$ cat src/rtl/spi_target_regs.sv
// SPI mode-0 target with a 16-entry register map; all SPI pins are
// oversampled in the clk domain and decoded by a small frame FSM.
module spi_target_regs #(
    parameter int          SYNC_STAGES = 2,
    parameter logic [7:0]  RESET_VAL   = 8'h00
) (
    input  logic       clk,
    input  logic       rst_n,
    input  logic       sclk,
    input  logic       cs_n,
    input  logic       mosi,
    output logic       miso,
    output logic       miso_oe,
    input  logic [7:0] reg_in,
    output logic [7:0] reg0_out,
    output logic       wr_stb,
    output logic [3:0] wr_addr,
    output logic       frame_done
);

    typedef enum logic [1:0] {IDLE, CMD, WR, RD} state_t;

    logic [SYNC_STAGES-1:0] sclk_sync_q, sclk_sync_d;
    logic [SYNC_STAGES-1:0] cs_sync_q, cs_sync_d;
    logic [SYNC_STAGES-1:0] mosi_sync_q, mosi_sync_d;
    logic                   sclk_dly_q, cs_dly_q;

    state_t      state_q, state_d;
    logic [2:0]  bit_cnt_q, bit_cnt_d;
    logic [7:0]  shift_q, shift_d;
    logic [7:0]  out_sr_q, out_sr_d;
    logic [3:0]  addr_q, addr_d;
    logic        wr_stb_q, wr_stb_d;
    logic [3:0]  wr_addr_q, wr_addr_d;
    logic        frame_done_q, frame_done_d;
    logic [7:0]  mem_q [0:14];
    logic [7:0]  mem_d [0:14];

    logic       sclk_s, cs_s, mosi_s;
    logic       sclk_rise, sclk_fall, cs_rise, cs_fall;
    logic [7:0] byte_in;
    logic [3:0] ld_addr;
    logic [7:0] ld_data;

    assign sclk_s    = sclk_sync_q[SYNC_STAGES-1];
    assign cs_s      = cs_sync_q[SYNC_STAGES-1];
    assign mosi_s    = mosi_sync_q[SYNC_STAGES-1];
    assign sclk_rise = sclk_s & ~sclk_dly_q;
    assign sclk_fall = ~sclk_s & sclk_dly_q;
    assign cs_rise   = cs_s & ~cs_dly_q;
    assign cs_fall   = ~cs_s & cs_dly_q;
    assign byte_in   = {shift_q[6:0], mosi_s};

    assign miso       = (state_q == RD) & out_sr_q[7];
    assign miso_oe    = ~cs_s;
    assign reg0_out   = mem_q[0];
    assign wr_stb     = wr_stb_q;
    assign wr_addr    = wr_addr_q;
    assign frame_done = frame_done_q;

    // The command byte supplies the first read address before addr_q holds it.
    always_comb begin
        ld_addr = (state_q == CMD) ? byte_in[3:0] : addr_q;
        ld_data = reg_in;
        for (int i = 0; i < 15; i++) begin
            if (ld_addr == i[3:0]) ld_data = mem_q[i];
        end
    end

    always_comb begin
        sclk_sync_d  = {sclk_sync_q[SYNC_STAGES-2:0], sclk};
        cs_sync_d    = {cs_sync_q[SYNC_STAGES-2:0], cs_n};
        mosi_sync_d  = {mosi_sync_q[SYNC_STAGES-2:0], mosi};
        state_d      = state_q;
        bit_cnt_d    = bit_cnt_q;
        shift_d      = shift_q;
        out_sr_d     = out_sr_q;
        addr_d       = addr_q;
        wr_stb_d     = 1'b0;
        wr_addr_d    = wr_addr_q;
        frame_done_d = 1'b0;
        mem_d        = mem_q;

        if (cs_rise) begin
            state_d      = IDLE;
            bit_cnt_d    = 3'd0;
            shift_d      = 8'h00;
            out_sr_d     = 8'h00;
            frame_done_d = (state_q != IDLE);
        end else if (state_q == IDLE) begin
            if (cs_fall) begin
                state_d   = CMD;
                bit_cnt_d = 3'd0;
                shift_d   = 8'h00;
            end
        end else if (sclk_rise) begin
            shift_d   = byte_in;
            bit_cnt_d = bit_cnt_q + 3'd1;
            if (bit_cnt_q == 3'd7) begin
                case (state_q)
                    CMD: begin
                        addr_d = byte_in[3:0];
                        if (byte_in[7]) begin
                            state_d  = RD;
                            out_sr_d = ld_data;
                            addr_d   = byte_in[3:0] + 4'd1;
                        end else begin
                            state_d = WR;
                        end
                    end
                    WR: begin
                        wr_stb_d  = 1'b1;
                        wr_addr_d = addr_q;
                        for (int i = 0; i < 15; i++) begin
                            if (addr_q == i[3:0]) mem_d[i] = byte_in;
                        end
                        addr_d = addr_q + 4'd1;
                    end
                    RD: begin
                        out_sr_d = ld_data;
                        addr_d   = addr_q + 4'd1;
                    end
                    default: ;
                endcase
            end
        end else if (sclk_fall && state_q == RD && bit_cnt_q != 3'd0) begin
            // The fall right after a load keeps bit7 up for the next rise.
            out_sr_d = {out_sr_q[6:0], 1'b0};
        end
    end

    always_ff @(posedge clk or negedge rst_n) begin
        if (!rst_n) begin
            sclk_sync_q  <= '0;
            cs_sync_q    <= '1;
            mosi_sync_q  <= '0;
            sclk_dly_q   <= 1'b0;
            cs_dly_q     <= 1'b1;
            state_q      <= IDLE;
            bit_cnt_q    <= 3'd0;
            shift_q      <= 8'h00;
            out_sr_q     <= 8'h00;
            addr_q       <= 4'd0;
            wr_stb_q     <= 1'b0;
            wr_addr_q    <= 4'd0;
            frame_done_q <= 1'b0;
            for (int i = 0; i < 15; i++) mem_q[i] <= RESET_VAL;
        end else begin
            sclk_sync_q  <= sclk_sync_d;
            cs_sync_q    <= cs_sync_d;
            mosi_sync_q  <= mosi_sync_d;
            sclk_dly_q   <= sclk_s;
            cs_dly_q     <= cs_s;
            state_q      <= state_d;
            bit_cnt_q    <= bit_cnt_d;
            shift_q      <= shift_d;
            out_sr_q     <= out_sr_d;
            addr_q       <= addr_d;
            wr_stb_q     <= wr_stb_d;
            wr_addr_q    <= wr_addr_d;
            frame_done_q <= frame_done_d;
            mem_q        <= mem_d;
        end
    end

endmodule

$ cat config.mk
export PLATFORM = sky130hd
export DESIGN_NAME = spi_target_regs
export DESIGN_NICKNAME = d
export VERILOG_FILES = /design/src/rtl/spi_target_regs.sv
export SDC_FILE = /design/constraint.sdc
export NUM_CORES = 1
export LEC_CHECK = 0
export ABC_AREA = 0
export ABC_CLOCK_PERIOD_IN_PS = 2390
export BUFFER_PORTS_ARGS = -buffer_cell sky130_fd_sc_hd__buf_2
export CELL_PAD_IN_SITES_DETAIL_PLACEMENT = 1
export CELL_PAD_IN_SITES_GLOBAL_PLACEMENT = 2
export CORE_UTILIZATION = 38
export DETAILED_ROUTE_END_ITERATION = 10
export GPL_TIMING_DRIVEN = 1
export HOLD_SLACK_MARGIN = 0.12
export MAX_ROUTING_LAYER = met4
export PLACE_DENSITY_LB_ADDON = 0.1
export SETUP_SLACK_MARGIN = 0.2
export SYNTH_ARGS = -nofsm -noshare
export SYNTH_HDL_FRONTEND = slang
export SYNTH_SLANG_ARGS = --single-unit
$ cat constraint.sdc
create_clock -name clk -period 2.39 [get_ports clk]
set_clock_uncertainty 0.05 [all_clocks]
set_input_delay 0.1195 -clock clk [delete_from_list [all_inputs] [get_ports clk]]
set_output_delay 0.1195 -clock clk [all_outputs]
set_load 0.02 [all_outputs]
==> results.py <==
metrics = {
    "outcome": {
        "status": "finished, violations left",
        "violations": "negative setup slack",
    },
    "power_and_ir_drop": {
        "power_mw": 6.64,
        "p_leak_nw": 4.97,
        "peakVddDrop_mv": 0.460,
        "p_per_area_nw_per_um2": 639,
    },
    "sta": {
        "fin_ws_ps": -64.5,
        "drv_slew": 0,
        "final.setup.tns_ps": -2050,
        "holdWs_ps": 175,
        "finalHoldViolations": 0,
        "slew-limit-headroom_pct": 36.7,
        "fin_crit_ps": 2450,
        "fmax_ghz": 0.407,
        "worstMarginPinSlew_ps": 949,
        "period_share_pct": 103,
        "setup_viol": 72,
        "rsz0062_at_grt": "yes",
    },
    "setup_path": {
        "worstSetupPathType": "reg2reg",
        "rr_startpoint": "cs_dly_q",
        "cp_slowest_cell": "dfstp_2",
        "cp-end-kind": "flip-flop",
        "crit_buf_inv": 4,
        "critical_path_required_ps": 2650,
        "cpLargestDelayFamily": "simple AND/OR/NAND/NOR gates",
        "cp-startpoint": "cs_dly_q",
        "arrival_ps": 2720,
        "slowest_delay_ps": 520,
        "crit_path_frequent_cell": "buf_6",
        "cp_max_fo": 8,
        "crit_chain": "inv_2 > ha_4 > and2b_1 > and3_4 > buf_6 > nand3b_1 > nor3_2 > buf_6 > buf_12 > nand2_8 > mux2_4",
        "start_kind": "flip-flop",
    },
    "drt": {
        "drc": 0,
        "avgViaCountPerCell": 5.73,
        "ant_nets": 0,
        "wl_per_cell_microns": 25.9,
        "vias": 6176,
        "first_pass_iters": 5,
        "wirelength_microns": 27900,
        "drt_first_iter_violations": 416,
    },
    "place": {
        "gp_congestion": 0.914,
        "numPortBuffers": 28,
        "place_area_sq_um": 8910,
        "dp.final_hpwl_microns": 19300,
        "dp.cells": 1009,
        "place_ws_ps": -166,
    },
    "synthesis": {
        "avgSynthCellArea_sq_um": 11.6,
        "synth_edf_count": 0,
        "synth_nets": 688,
        "synth.top_cell.area_share_pct": 50.2,
        "netlist_instances": 666,
        "ys_warn_count": 0,
        "ys_ff_latch": 158,
        "synth_cell_type_count": 70,
        "yosysSeqAreaShare_pct": 51.2,
        "async_flop_share_pct": 100,
        "synthesis.area_sq_um": 7730,
        "synth_largest_area_cell": "dfrtp_1",
        "synth_flop_cell": "dfrtp_1",
        "ys_top_cells_by_area": "dfrtp_1 50%, mux2_2 18%, o21ai_0 2.8%",
    },
    "final_layout": {
        "area_growth_syn_to_layout_pct": 34.3,
        "drive_above_1_share_pct": 49.6,
        "layout.nets": 820,
        "fin_util_pct": 52.6,
        "fin_cells": 1077,
        "design_area_sq_um": 10400,
        "layout_common_cells": "152 x dfrtp_1, 119 x mux2_2, 98 x buf_4, 35 x a21oi_1, 34 x o21ai_0",
        "final_common_cell": "dfrtp_1",
    },
    "global_routing": {
        "overflow": 0,
        "grt_pass1_vias": 6703,
        "grt_usage_pct": 29.7,
        "antenna_found_initial": 1,
        "grt_first_pass_wirelength_microns": 42900,
        "grt_max_degree": 60,
    },
    "clock_tree": {
        "clock_latency_ps": 440,
        "cts_tree": "built",
        "cts_sinks": 158,
        "clk_pin_slew_ps": 70,
        "cts_max_level": 4,
        "cts_buffers": 17,
        "cts_buffer_depth": 2,
        "cts_root_buffer": "clkbuf_16",
    },
    "floorplanning": {
        "rows": 51,
        "die_y_microns": 145,
        "ios": 29,
        "coreArea_sq_um": 19700,
        "dieArea_sq_um": 20900,
        "start_util_pct": 39.2,
        "die-width_microns": 145,
    },
    "hold_path": {
        "hold_start": "reg_in[2]",
        "holdCritPathClass": "in2reg",
    },
    "job": {
        "maxCapViolCount": 0,
    },
}
-- synthesized netlist by cell type, drive strengths merged, types with 2 or more instances --
cell type / number
a2111oi: 2
a211oi: 3
a21oi: 41
a221oi: 4
a222oi: 3
a22o: 11
a22oi: 8
a2bb2oi: 2
a31o: 3
a31oi: 4
and3: 4
and4bb: 2
buf: 27
clkbuf: 20
dfrtp: 155
dfstp: 3
ha: 9
inv: 11
mux2: 127
mux2i: 7
nand2: 54
nand2b: 4
nand3: 7
nand3b: 2
nor2: 25
nor2b: 4
nor3: 6
o211ai: 2
o21a: 2
o21ai: 46
o221ai: 8
o22a: 2
o22ai: 23
o31a: 3
o31ai: 6
or3: 2
or4b: 2
xnor2: 2
-- registers in the layout (all words and copies together) (netlist names) --
signal / cells
cs_sync_q: 2
sclk_dly_q: 1
state_q: 2
cs_dly_q: 1
reg0_out: 8
sclk_sync_q: 2
shift_q: 7
wr_stb: 1
mem_q: 112
mosi_sync_q: 2
bit_cnt_q: 3
addr_q: 4
frame_done: 1
out_sr_q: 8
wr_addr: 4
-- repair_timing --
| item | CTS | global route |
|---|---|---|
| pin swaps | 28 | 19 |
| hold buffers | 4 | 0 |
| endpoints found under the hold margin | 57 | 0 |
| gates resized for setup | 84 | 36 |
| buffers inserted | 20 | 10 |
| cloned | 1 | 0 |
| endpoints found under the setup margin | 128 | 128 |
-- worst reg2reg max path: cells and delay by family, from the launching register on --
family	cells	cell delay, ps
muxes	1	340
DFF	1	520
and+or+nand+nor	5	860
buffers and inverters	4	420
adders and majority gates	1	150
-- cell families (layout without fill, tap and decap cells) --
kind of cell    Yosys count  after routing  share of synthesized area (%)
mux                     134            134                           19.5
compound gates          186            186                           16.2
other cells               0              1                              0
buf+inv                  58            203                           3.82
flops                   158            158                           51.2
xor+xnor                  3              3                          0.340
fa+ha+maj                 9              9                           1.46
simple gates            118            118                           7.56
-- area by class of cell --
type | count | area [sq um]
Antenna cell | 1 | 2.50
Clock buffer | 17 | 425
Clock inverter | 15 | 194
Fill cell | 2021 | 9340
Inverter | 11 | 41.3
Multi-Input combinational cell | 450 | 4010
Sequential cell | 158 | 3960
Tap cell | 265 | 332
Timing Repair Buffer | 160 | 1420
-- worst paths after layout --
check / end / slack [ps] / cells past startpoint
max reg2reg: mem_q[79] / -60 / 11
min reg2reg: sclk_sync_q[1] / 300 / 0
max: mem_q[79] / -60 / 11
min in group asynchronous: bit_cnt_q[2] / 190 / 2
min: out_sr_q[2] / 170 / 5
max in group asynchronous: mem_q[70] / 1280 / 3
-- layer usage --
metal,track usage (%),part of all wire (%),vias up
met1,40.0,46,3232
li1,-,-,2746
met2,44.4,47,156
met5,-,0,-
met3,6.36,4.3,42
met4,10.1,2.7,0
-- power by group --
part | switching [mW] | internal (mW)
registers | 0.0260 | 2.70
clock network | 1.29 | 1.60
logic | 0.570 | 0.449
Note: power is estimated with default switching activity, not from simulation.
